--- config.mk ---
export PLATFORM = sky130hd
export DESIGN_NAME = mem_port_arbiter
export DESIGN_NICKNAME = d
export VERILOG_FILES = /design/src/rtl/mem_arb_pkg.sv /design/src/rtl/mem_arb_wait_ctr.sv /design/src/rtl/mem_port_arbiter.sv
export SDC_FILE = /design/constraint.sdc
export NUM_CORES = 1
export LEC_CHECK = 0
export ABC_AREA = 0
export CORE_MARGIN = 4
export CORE_UTILIZATION = 25
export CTS_CLUSTER_DIAMETER = 100
export DETAILED_ROUTE_END_ITERATION = 10
export PLACE_DENSITY = 0.89
export SYNTH_ARGS = -nofsm -noshare
export SYNTH_HDL_FRONTEND = slang
export SYNTH_SLANG_ARGS = --single-unit
--- constraint.sdc ---
create_clock -name clk -period 3.84 [get_ports clk]
set_input_delay 0.576 -clock clk [delete_from_list [all_inputs] [get_ports clk]]
set_output_delay 0.576 -clock clk [all_outputs]
set_load 0.03 [all_outputs]
--- src/rtl/mem_arb_pkg.sv ---
// Shared types and default sizing for the single-port memory arbiter.
package mem_arb_pkg;

  localparam int DEF_ADDR_W   = 16;
  localparam int DEF_DATA_W   = 16;
  localparam int DEF_MAX_WAIT = 4;

  typedef enum logic [1:0] {
    OWN_NONE = 2'd0,
    OWN_CPU  = 2'd1,
    OWN_EXT  = 2'd2
  } owner_e;

endpackage

--- src/rtl/mem_arb_wait_ctr.sv ---
// Saturating starvation counter: counts cycles the external port lost arbitration.
module mem_arb_wait_ctr
  import mem_arb_pkg::*;
#(
  parameter int MAX_WAIT = DEF_MAX_WAIT
) (
  input  logic clk,
  input  logic reset,
  input  logic inc,
  input  logic clr,
  output logic at_max
);

  localparam int CNT_W = (MAX_WAIT < 2) ? 1 : $clog2(MAX_WAIT + 1);
  localparam logic [CNT_W-1:0] CNT_MAX = CNT_W'(MAX_WAIT);

  logic [CNT_W-1:0] cnt_q, cnt_d;

  // NOTE: default assignment first so every path drives cnt_d and no latch is inferred.
  always_comb begin
    cnt_d = cnt_q;
    if (clr) begin
      cnt_d = '0;
    end else if (inc && (cnt_q != CNT_MAX)) begin
      cnt_d = cnt_q + 1'b1;
    end
  end

  // NOTE: non-blocking assignment so every flop samples the pre-edge value.
  always_ff @(posedge clk) begin
    if (reset) begin
      cnt_q <= '0;
    end else begin
      cnt_q <= cnt_d;
    end
  end

  // With MAX_WAIT=0 the counter never leaves zero, so ext wins every tie.
  assign at_max = (cnt_q == CNT_MAX);

endmodule

--- src/rtl/mem_port_arbiter.sv ---
// Two-requester arbiter for the single-port synchronous memory, with CPU
// priority, a starvation bound for the external port and a 1-cycle read return.
module mem_port_arbiter
  import mem_arb_pkg::*;
#(
  parameter int ADDR_W   = DEF_ADDR_W,
  parameter int DATA_W   = DEF_DATA_W,
  parameter int MAX_WAIT = DEF_MAX_WAIT
) (
  input  logic              clk,
  input  logic              reset,
  input  logic              cpu_req,
  input  logic              cpu_we,
  input  logic [ADDR_W-1:0] cpu_addr,
  input  logic [DATA_W-1:0] cpu_wdata,
  output logic              cpu_gnt,
  output logic              cpu_stall,
  output logic              cpu_rvalid,
  output logic [DATA_W-1:0] cpu_rdata,
  input  logic              ext_req,
  input  logic              ext_we,
  input  logic [ADDR_W-1:0] ext_addr,
  input  logic [DATA_W-1:0] ext_wdata,
  output logic              ext_gnt,
  output logic              ext_rvalid,
  output logic [DATA_W-1:0] ext_rdata,
  output logic [ADDR_W-1:0] mem_addr,
  output logic [DATA_W-1:0] mem_wdata,
  output logic              mem_we,
  input  logic [DATA_W-1:0] mem_q
);

  logic   at_max;
  logic   ext_wait;
  owner_e ret_owner_q, ret_owner_d;

  // Ext wins when alone or once it has lost MAX_WAIT ties in a row.
  always_comb begin
    cpu_gnt = 1'b0;
    ext_gnt = 1'b0;
    if (!reset) begin
      if (ext_req && (!cpu_req || at_max)) begin
        ext_gnt = 1'b1;
      end else if (cpu_req) begin
        cpu_gnt = 1'b1;
      end
    end
  end

  assign cpu_stall = cpu_req & ~cpu_gnt;
  assign ext_wait  = ext_req & ~ext_gnt;

  mem_arb_wait_ctr #(
    .MAX_WAIT(MAX_WAIT)
  ) u_wait_ctr (
    .clk   (clk),
    .reset (reset),
    .inc   (ext_wait),
    .clr   (~ext_wait),
    .at_max(at_max)
  );

  always_comb begin
    if (ext_gnt) begin
      mem_addr  = ext_addr;
      mem_wdata = ext_wdata;
      mem_we    = ext_we;
    end else begin
      mem_addr  = cpu_addr;
      mem_wdata = cpu_wdata;
      mem_we    = cpu_gnt & cpu_we;
    end
  end

  // Return-owner FSM: state register.
  always_ff @(posedge clk) begin
    if (reset) begin
      ret_owner_q <= OWN_NONE;
    end else begin
      ret_owner_q <= ret_owner_d;
    end
  end

  // Next state depends only on this cycle's grant; writes return nothing.
  always_comb begin
    ret_owner_d = OWN_NONE;
    if (cpu_gnt && !cpu_we) begin
      ret_owner_d = OWN_CPU;
    end else if (ext_gnt && !ext_we) begin
      ret_owner_d = OWN_EXT;
    end
  end

  always_comb begin
    cpu_rvalid = (ret_owner_q == OWN_CPU);
    ext_rvalid = (ret_owner_q == OWN_EXT);
  end

  assign cpu_rdata = mem_q;
  assign ext_rdata = mem_q;

endmodule

* After elaboration in Yosys (flattened, before gate mapping)
Cells that the tools add are included.
** Operators by class
- Muxes and demuxes :: 10
- Eq/ne operators :: 4
- Bitwise logic cells :: 6
- Add/sub/neg operators :: 1
- Reductions and logical operators :: 10
** Operators by type and width (number)
- 16-bit 2-to-1 mux :: 2
- 1-bit 2-to-1 mux :: 7
- 1-bit logical AND :: 4
- 2-bit OR reduction :: 2
- 3-bit by 1-bit adder with 3-bit output (second input constant) :: 1
- 1-bit AND :: 3
- 3-bit == test (second input constant) :: 1
- 1-bit zero test :: 3
- 3-bit != test (second input constant) :: 1
- 1-bit NOT :: 3
- 2-bit by 1-bit == test with 1-bit output (second input constant) :: 1
- 2-bit == test (second input constant) :: 1
- 2-bit 2-to-1 mux :: 1
- 1-bit logical OR :: 1
** Word-level totals
- Word-level logic and storage cells :: 34
- Output and inout bits :: 70
- Bits of input ports :: 86
- Register bits :: 5

* Logic depth before layout (Yosys ltp)
Gate-level depths: netlist of the first run.
- Word-level depth :: 9
- Mapped depth :: 6
- Mapped depth without buffers :: 5

* Cells and area by module
From an unflattened synthesis of the first run, not the netlist that was laid out.
** Unflattened totals
- Cell total of the unflattened synthesis :: 102
- Area total of the unflattened synthesis :: 967.2 um2
** Modules (own cells, without submodules)
- mem_port_arbiter :: seq. area each 40.0 um2, cells an instance 84, area an instance 779.5 um2, times used 1
- mem_arb_wait_ctr :: seq. area each 60.1 um2, cells an instance 18, area an instance 187.7 um2, times used 1

* Worst setup path after synthesis of the first run
OpenSTA, ideal clock, no wires.
- Kind :: flip-flop to output port
- Start :: register u_wait_ctr.cnt_q[0]
- End :: output mem_we
- Cell stages (with the launch flop) :: 5
- Path buffers :: 0
- Setup slack :: 1.193 ns
- Data arrival time :: 2.071 ns
- Required time :: 3.264 ns
- Cells stage by stage :: dfxtp_1 inv_1 ha_1 a311oi_1 a22o_1
** On the way
- Word-level cells in the longest chain between the ends :: 7
- Elaborated cells between the ends (all ways) :: 9
- Those cells by class :: eq/ne: 1; mux: 5; bitwise: 1; reduce/logical: 2
** Ends and longest elaborated chain
- from (decl) :: RTL line mem_arb_wait_ctr.sv:17 : logic [CNT_W-1:0] cnt_q, cnt_d;
- from (signal assigned) :: RTL line mem_arb_wait_ctr.sv:34 : cnt_q <= cnt_d;
- 3-bit == test :: RTL line mem_arb_wait_ctr.sv:39 : assign at_max = (cnt_q == CNT_MAX);
- 1-bit logical OR :: RTL line mem_port_arbiter.sv:42 : if (ext_req && (!cpu_req || at_max)) begin
- 1-bit logical AND :: RTL line mem_port_arbiter.sv:42
- 1-bit 2-to-1 mux :: RTL line mem_port_arbiter.sv:42
- 1-bit 2-to-1 mux :: RTL line mem_port_arbiter.sv:41 : if (!reset) begin
- via cpu_gnt :: RTL line mem_port_arbiter.sv:16 : output logic cpu_gnt,
- 1-bit AND :: RTL line mem_port_arbiter.sv:71 : mem_we = cpu_gnt & cpu_we;
- 1-bit 2-to-1 mux :: RTL line mem_port_arbiter.sv:64 : if (ext_gnt) begin
- to (decl) :: RTL line mem_port_arbiter.sv:29 : output logic mem_we,
The timed path passes the listed nets, and every way through them passes these cells.

* Worst setup path in the final report of the first run
- Start :: input reset
- End :: output mem_wdata[1]
** On the way
- Word-level cells in the longest chain between the ends :: 2
** Ends and longest elaborated chain
- from (decl) :: RTL line mem_port_arbiter.sv:11 : input logic reset,
- 1-bit 2-to-1 mux :: RTL line mem_port_arbiter.sv:41
- 16-bit 2-to-1 mux :: RTL line mem_port_arbiter.sv:64
- to (decl) :: RTL line mem_port_arbiter.sv:28 : output logic [DATA_W-1:0] mem_wdata,
No other way between the ends.

==> results.ini, run 1 <==
[worst_hold_path]
hp-class=flop to flop

[synthesis]
synth_warnings=0
syn_avg_cell_area_um2=11.1
synth_top_area_cell=mux2_4
ys_seq_area_share_pct=9.67
synth_area_um2=1030
synth_cells=93
synth_seq_cells=5
synth_top_area_share_pct=40.6
yosys.cell_types.count=17
syn_nets=181
yosys-top-cells-area=mux2_4, buf_4, dfxtp_1

[grt]
grt_usage_pct=10.4
antenna_found_initial=0
top_usage_layer=met2
first_global_vias=996
grtUsageMet1_pct=10.0
gr-usage-met2_pct=20.2
use_met3_pct=4.43
grt_overflow=0
grt_max_degree=18
grt_pass1_wl_um=4390

[power_and_ir_drop]
power.leakage_nw=0.793
p_clk_share_pct=24.4
pwr-share-seq_pct=13.9
internal-power_w=0.000269
power_w=0.000388
power_switching_w=0.000119
switching_share_pct=30.7
powerDensity_nw_per_um2=200
ir_drop_uv=110
pwr-share-comb_pct=61.7

[floorplanning]
die_w_um=72.3
io_pins=156
coreArea_um2=4000
rows=23
die_h_um=72.3
start_util_pct=25.9
dieArea_um2=5230

[drt]
dr.pass1.iters=2
via_count=927
drt-total-wl_um=2940
antenna_left=0
drt-initial-drc-count=8
routedWlPerCell_um=13.3
drc=0
viasPerCell=4.19

[timing]
setup_viol=0
slew_violations=0
fin_worst_skew_ns=0.000678
slew_headroom_pct=64.8
hold_viol_final=0
rsz0062_at_grt=false
min_period_over_period_pct=84.6
timing.hold.ws_ns=0.553
worst_slack_ns=0.591
fin_setup_tns_ns=0
max_slew.worst_pin.slew_ns=0.525
period_minus_slack_ns=3.25
fmax_mhz=308

[cts]
cts_inserted_buffers=3
cts_hold_buf=0
clk_pin_slew_ns=0.03
root_buffer=clkbuf_8
clk_latency_ns=0.22
h-tree-depth=1
postCtsSetupRepairBufs=0
cts_max_path_buffers=2
cts_tree=built
clock-sinks=5
cts_resized=0

[critical_path]
crit_arrival_ns=2.67
path_max_fanout=10
critical_path_class=primary input to output port
crit_required_ns=3.26
cp-start-kind=primary input
critical_path.endpoint_type=output port

[placed_design]
placedCellCount=217
gp_congestion=0.655
io_buffers=107
dp_slack_ns=0.575
hpwl_um=2600

[layout]
drive_gt1_share_pct=24.6
diodes=0
synthToLayoutAreaGrowth_pct=87.5
final_nets=260
fin_cells=221

[flow_run]
cap_viol_max_count=0

[outcome]
outcome=finished, final reports clean

[flip-flops by register name (all words and copies together) (netlist names)]
register / flops
u_wait_ctr.cnt_q: 3
ret_owner_q: 2
[power groups by stage]
stage / sequential, W / clock, W / combinational (W)
floorplan: 0.0000547 / 0 / 0.000180
global placement: 0.0000548 / 0 / 0.000239
CTS: 0.0000541 / 0.0000974 / 0.000242
detailed placement: 0.0000549 / 0 / 0.000241
global route: 0.0000543 / 0.000104 / 0.000252
finish: 0.0000541 / 0.0000947 / 0.000239
[layout make-up]
cell class,count,area [µm²]
Timing Repair Buffer,109,1100
Tap cell,50,62.6
Sequential cell,5,100
Fill cell,353,2060
Multi-Input combinational cell,50,623
Inverter,3,11.3
Clock buffer,4,45.0
[routing by layer]
metal,wire [µm],vias up
met1,986,402
met4,21,0
met2,1450,77
met3,481,5
li1,-,443
met5,0,-
[critical path: stages]
cell	delay (ns)
clkdlybuf4s50_1	0.44
nand2b_2	0.26
nor2_8	0.23
buf_4	0.26
mux2_4	0.31
clkdlybuf4s50_1	0.59
[stage by stage]
stage	utilization [%]	instance area, µm²
floorplan	-	1030
global placement	47.4	1900
detailed placement	47.4	1900
CTS	48.5	1940
global route	48.5	1940
finish	48.5	1940
[synthesized netlist by cell type (all sizes together)]
master	instances
nor2	3
ha	2
a311oi	1
mux2	32
nor3	2
nand2b	1
a21boi	1
dfxtp	5
mux2i	1
inv	3
nor2b	4
a22o	1
buf	35
and3	2
[cells by family after synthesis]
family | synth area share, %
buffers and inverters | 30.1
multiplexers | 45.9
AND/OR/NAND/NOR | 8.34
flip-flops | 9.67
AO/OA/AOI/OAI | 3.51
adder cells (fa/ha/maj) | 2.42
[cells in the final DEF, fill, tap and decap left out]
cell type        Yosys  routed
buf_12               3       1
nor2b_1              4       4
nor3_1               2       2
dfxtp_1              5       5
mux2_4              28      28
nor2_8               1       1
a22o_1               1       1
and3_2               2       2
a21boi_4             1       1
clkdlybuf4s50_1      0     107
ha_1                 2       2
buf_4               32       1
clkbuf_8             0       3
inv_1                3       3
mux2i_1              1       1
nand2b_2             1       1
a311oi_1             1       1
clkbuf_1             0       1
nor2_1               2       2
mux2_2               4       4
[final timing paths]
path / depth (start not counted) / start / endpoint / slack (ns)
setup / recovery: 6 / reset / mem_wdata[1] / 0.59
hold / removal: 2 / u_wait_ctr.cnt_q[0] / u_wait_ctr.cnt_q[0] / 0.55
setup reg to reg: 4 / u_wait_ctr.cnt_q[0] / ret_owner_q[0] / 2.41
hold reg to reg: 2 / u_wait_ctr.cnt_q[0] / u_wait_ctr.cnt_q[0] / 0.55
Power figures use the tool's default switching activity.
==> run 2, diff against run 1 <==
Settings changed: CORE_UTILIZATION 25 to 21, PLACE_DENSITY 0.89 to 0.8.
Clock period 3.84 ns to 2.66 ns, I/O delays scaled along.
==> results.ini, run 2 (same netlist as run 1, synthesis figures left out) <==
[outcome]
outcome=finished, final reports clean

[power_and_ir_drop]
p_clk_share_pct=25.6
power_switching_w=0.000174
pwr-share-seq_pct=14.3
ir_drop_uv=106
power_w=0.000545
switching_share_pct=31.9
internal-power_w=0.000371
power.leakage_nw=0.872
powerDensity_nw_per_um2=276
pwr-share-comb_pct=60.1

[cts]
clk_latency_ns=0.22
clock-sinks=5
clk_pin_slew_ns=0.04
cts_max_path_buffers=2
cts_inserted_buffers=3
h-tree-depth=1
root_buffer=clkbuf_8
cts_tree=built

[drt]
antenna_left=0
drc=0
routedWlPerCell_um=12.4
viasPerCell=3.83
drt-total-wl_um=3040
drt-initial-drc-count=9
wl_met2_um=1480
dr.pass1.iters=2
via_count=934
dr_wl_met3_um=457
wl_met1_um=1070
top_layer_used=met4

[critical_path]
r2r_cells=5
crit_arrival_ns=2.10
critical_path.endpoint_type=output port
cp-start-kind=primary input
crit_required_ns=2.26
cp.depth=6
cp_top_family=buffers and inverters
crit_chain=clkdlybuf4s50_1 -> buf_4 -> a311oi_1 -> buf_4 -> nor2_1 -> clkdlybuf4s50_1
critical_path_class=primary input to output port
path_max_fanout=3
critPathBufInv=4
cpMaxStageDelayCell=clkdlybuf4s50_1
slowest_delay_ns=0.59

[layout]
drive_gt1_share_pct=29.4
fill_cells=486
diodes=0
multi_input_area_um2=623
reg_top3=u_wait_ctr.cnt_q x3, ret_owner_q x2
final_common_cell=clkdlybuf4s50_1
synthToLayoutAreaGrowth_pct=90.6
final_cell_mix=clkdlybuf4s50_1, dlygate4sd2_1, mux2_4, buf_4, dfxtp_1
fin_cells=244
top_register=u_wait_ctr.cnt_q
final_nets=266
largest_reg_flops=3
register_area_um2=100
final_util_pct=41.5

[grt]
grt_pass1_wl_um=4330
grt_usage_pct=8.96
first_global_vias=944
antenna_found_initial=0
grt_max_degree=25
grt_overflow=0

[floorplanning]
coreArea_um2=4750
die_h_um=78.2
dieArea_um2=6110
io_pins=156
start_util_pct=21.8
die_w_um=78.2
rows=25

[timing]
slew_headroom_pct=78.8
period_minus_slack_ns=2.50
min_period_over_period_pct=94.1
slew_violations=0
hold_viol_final=0
max_slew.worst_pin.slew_ns=0.317
rsz0062_at_grt=false
fmax_mhz=400
fin_worst_skew_ns=0.00215
setup_viol=0
timing.hold.ws_ns=0.562
worst_slack_ns=0.157

[placed_design]
gp_congestion=0.702
io_buffers=107
placedCellCount=240
hpwl_um=2660
dp_slack_ns=-0.0649

[worst_hold_path]
hold-path-cell-count=2
hp-class=flop to flop

[flow_run]
cap_viol_max_count=0

[run 2: cell count changes in the layout (fill, tap and decap cells not counted), sizes merged]
cell | before | now
buf | 2 | 12
clkdlybuf4s50 | 107 | 73
dlygate4sd2 | 0 | 30
[run 2: routing by layer]
layer / track usage, % / vias to the layer above
met5: 0 / -
met1: 8.12 / 408
met4: 4.20 / 0
li1: - / 452
met2: 16.8 / 72
met3: 4.13 / 2
[run 2: cell type report]
class	instances	share of cell area, %
timing repair buffer	115	56.2
multi-input combinational	50	31.6
sequential	5	5.08
tap	67	4.25
clock buffer	4	2.28
inverter	3	0.571
[run 2: power groups by stage]
stage	Combinational [W]	Sequential (W)	Clock, W
floorplan	0.000260	0.0000790	0
global placement	0.000352	0.0000791	0
detailed placement	0.000356	0.0000792	0
CTS	0.000332	0.0000781	0.000144
global route	0.000344	0.0000782	0.000150
finish	0.000328	0.0000782	0.000139
[run 2: worst paths after layout]
kind / slack [ns] / start / to
worst min-delay path: 0.56 / u_wait_ctr.cnt_q[0] / u_wait_ctr.cnt_q[0]
worst max-delay path: 0.16 / ext_req / cpu_stall
worst max register to register: 1.31 / u_wait_ctr.cnt_q[0] / ret_owner_q[0]
worst min register to register: 0.56 / u_wait_ctr.cnt_q[0] / u_wait_ctr.cnt_q[0]
[run 2: repair_timing]
action | 4_1_cts | 5_1_grt
endpoints found under the setup margin | 30 | 0
setup buffers | 0 | 0
resized for setup | 30 | 0
hold buffers | 0 | 0
[run 2: tightest hold or removal path, stage by stage, from the launching register on]
cell and delay (ns):
dfxtp_1 0.31, inv_1 0.07, and3_2 0.15
[run 2: stage by stage]
stage	setup TNS (ns)	cell area, µm²
after CTS	0	1970
after global routing	0	1970
after detailed placement	-1.11	1960
after floorplan	0	1030
after global placement	-0.877	1960
final	0	1970
==> run 3, diff against run 2 <==
Settings changed: CORE_UTILIZATION 21 to 23, PLACE_DENSITY 0.8 to 0.83.
Clock period 2.66 ns to 2.4 ns, I/O delays scaled along.
==> results.ini, run 3 (same netlist as run 1, synthesis figures left out) <==
[layout]
drive_gt1_share_pct=44.9
register_area_um2=100
final_cell_mix=clkdlybuf4s50_1, mux2_4, clkbuf_2, buf_4, buf_2
top_register=u_wait_ctr.cnt_q
fill_cells=429
final_nets=267
fin_area_um2=1900
diodes=0
reg_top3=u_wait_ctr.cnt_q x3, ret_owner_q x2
multi_input_area_um2=629
synthToLayoutAreaGrowth_pct=83.7
final_common_cell=clkdlybuf4s50_1
largest_reg_flops=3
final_util_pct=43.6

[drt]
routedWlPerCell_um=14.1
viasPerCell=4.16
via_count=956
dr.pass1.iters=3
drt-total-wl_um=3250
drc=0
drt-initial-drc-count=12
antenna_left=0

[critical_path]
crit_chain=clkdlybuf4s50_1 -> nand2b_2 -> nor2_8 -> buf_12 -> mux2_2 -> clkdlybuf4s15_1
timing.rr.end=ret_owner_q[0]
critical_path.endpoint_type=output port
startpoint=reset
critPathCapture=mem_wdata[15]
r2r_cells=5
r2r_slack_ns=1.04
path_max_fanout=10
cp.depth=6
cp_top_family=buffers and inverters
rr_startpoint=u_wait_ctr.cnt_q[0]
critical_path_class=primary input to output port
critPathBufInv=3
cp-start-kind=primary input
crit_arrival_ns=1.99
cpMaxStageDelayCell=clkdlybuf4s50_1
crit_required_ns=2.04
slowest_delay_ns=0.41

[cts]
h-tree-depth=1
cts_inserted_buffers=3
root_buffer=clkbuf_8
cts_max_path_buffers=2
postCtsSetupRepairBufs=0
cts_hold_buf=0
clk_latency_ns=0.22
cts_tree=built
clock-sinks=5
clk_pin_slew_ns=0.03

[timing]
hold_viol_final=0
fin_worst_skew_ns=0.000615
slew_violations=0
fin_setup_tns_ns=0
max_slew.worst_pin.slew_ns=0.339
period_minus_slack_ns=2.35
setup_viol=0
slew_headroom_pct=77.4
min_period_over_period_pct=97.8
rsz0062_at_grt=false
fmax_mhz=426

[outcome]
outcome=finished, final reports clean

[grt]
grt_max_degree=13
antenna_found_initial=0
grt_pass1_wl_um=4370
grt_overflow=0
grt_usage_pct=10.1
first_global_vias=1002

[floorplanning]
io_pins=156
rows=24
die_h_um=75.1
dieArea_um2=5640
start_util_pct=23.8
die_w_um=75.1
coreArea_um2=4350

[worst_hold_path]
hp-class=flop to flop

[placed_design]
io_buffers=107
hpwl_um=2850
gp_congestion=0.724
placed_area_um2=1950

[flow_run]
cap_viol_max_count=0

[power_and_ir_drop]
powerDensity_nw_per_um2=317
power.leakage_nw=0.868
ir_drop_uv=111

[run 3: per-layer routing]
metal / wire length (µm) / vias to the layer above / track usage (%)
met4: 28 / 0 / 4.94
met2: 1710 / 76 / 20.8
met5: 0 / - / 0
met3: 631 / 6 / 3.47
met1: 876 / 416 / 8.31
li1: - / 458 / -
[run 3: report_power, final]
part / switching [W] / total, W / leakage (nW) / internal (W)
clock: 0.0000378 / 0.000152 / 0.0228 / 0.000114
sequential: 0.00000100 / 0.0000867 / 0.0407 / 0.0000857
combinational: 0.000156 / 0.000365 / 0.805 / 0.000208
total: 0.000195 / 0.000603 / 0.868 / 0.000408
[run 3: how the worst min path moves through the flow]
stage	start	endpoint	depth (start not counted)
final	u_wait_ctr.cnt_q[0]	u_wait_ctr.cnt_q[0]	2
after global routing	u_wait_ctr.cnt_q[0]	u_wait_ctr.cnt_q[0]	2
after CTS	u_wait_ctr.cnt_q[0]	u_wait_ctr.cnt_q[0]	2
after detailed placement	u_wait_ctr.cnt_q[0]	u_wait_ctr.cnt_q[0]	2
after global placement	u_wait_ctr.cnt_q[0]	u_wait_ctr.cnt_q[0]	2
after floorplan	cpu_we	ret_owner_q[0]	1
[run 3: area by class of cell]
cell class | instances | area share [%]
timing repair buffer | 116 | 55.2
multi-input combinational | 50 | 33.1
sequential | 5 | 5.27
tap | 52 | 3.42
clock buffer | 4 | 2.37
inverter | 3 | 0.592
[run 3: worst register-to-register path: stages, from the launching register on]
cell	delay [ns]
dfxtp_1	0.34
inv_1	0.06
ha_1	0.24
buf_4	0.15
a311oi_2	0.34
nor2b_1	0.17
[run 3: stage by stage]
step / hold slack [ns] / worst slack (ns) / power, W / instances
4_1_cts: 0.567 / 0.000130 / 0.000616 / 230
2_1_floorplan: 0.432 / 0.384 / 0.000377 / 93
6_report: 0.573 / 0.0535 / 0.000603 / 230
3_3_place_gp: 0.541 / -0.242 / 0.000479 / 225
3_5_place_dp: 0.558 / -0.257 / 0.000485 / 225
5_1_grt: 0.589 / 0.000225 / 0.000632 / 230
[run 3: timing repair]
item,4_1_cts,5_1_grt
gates resized for setup,67,39
cloned,1,0
endpoints found under the setup margin,32,22
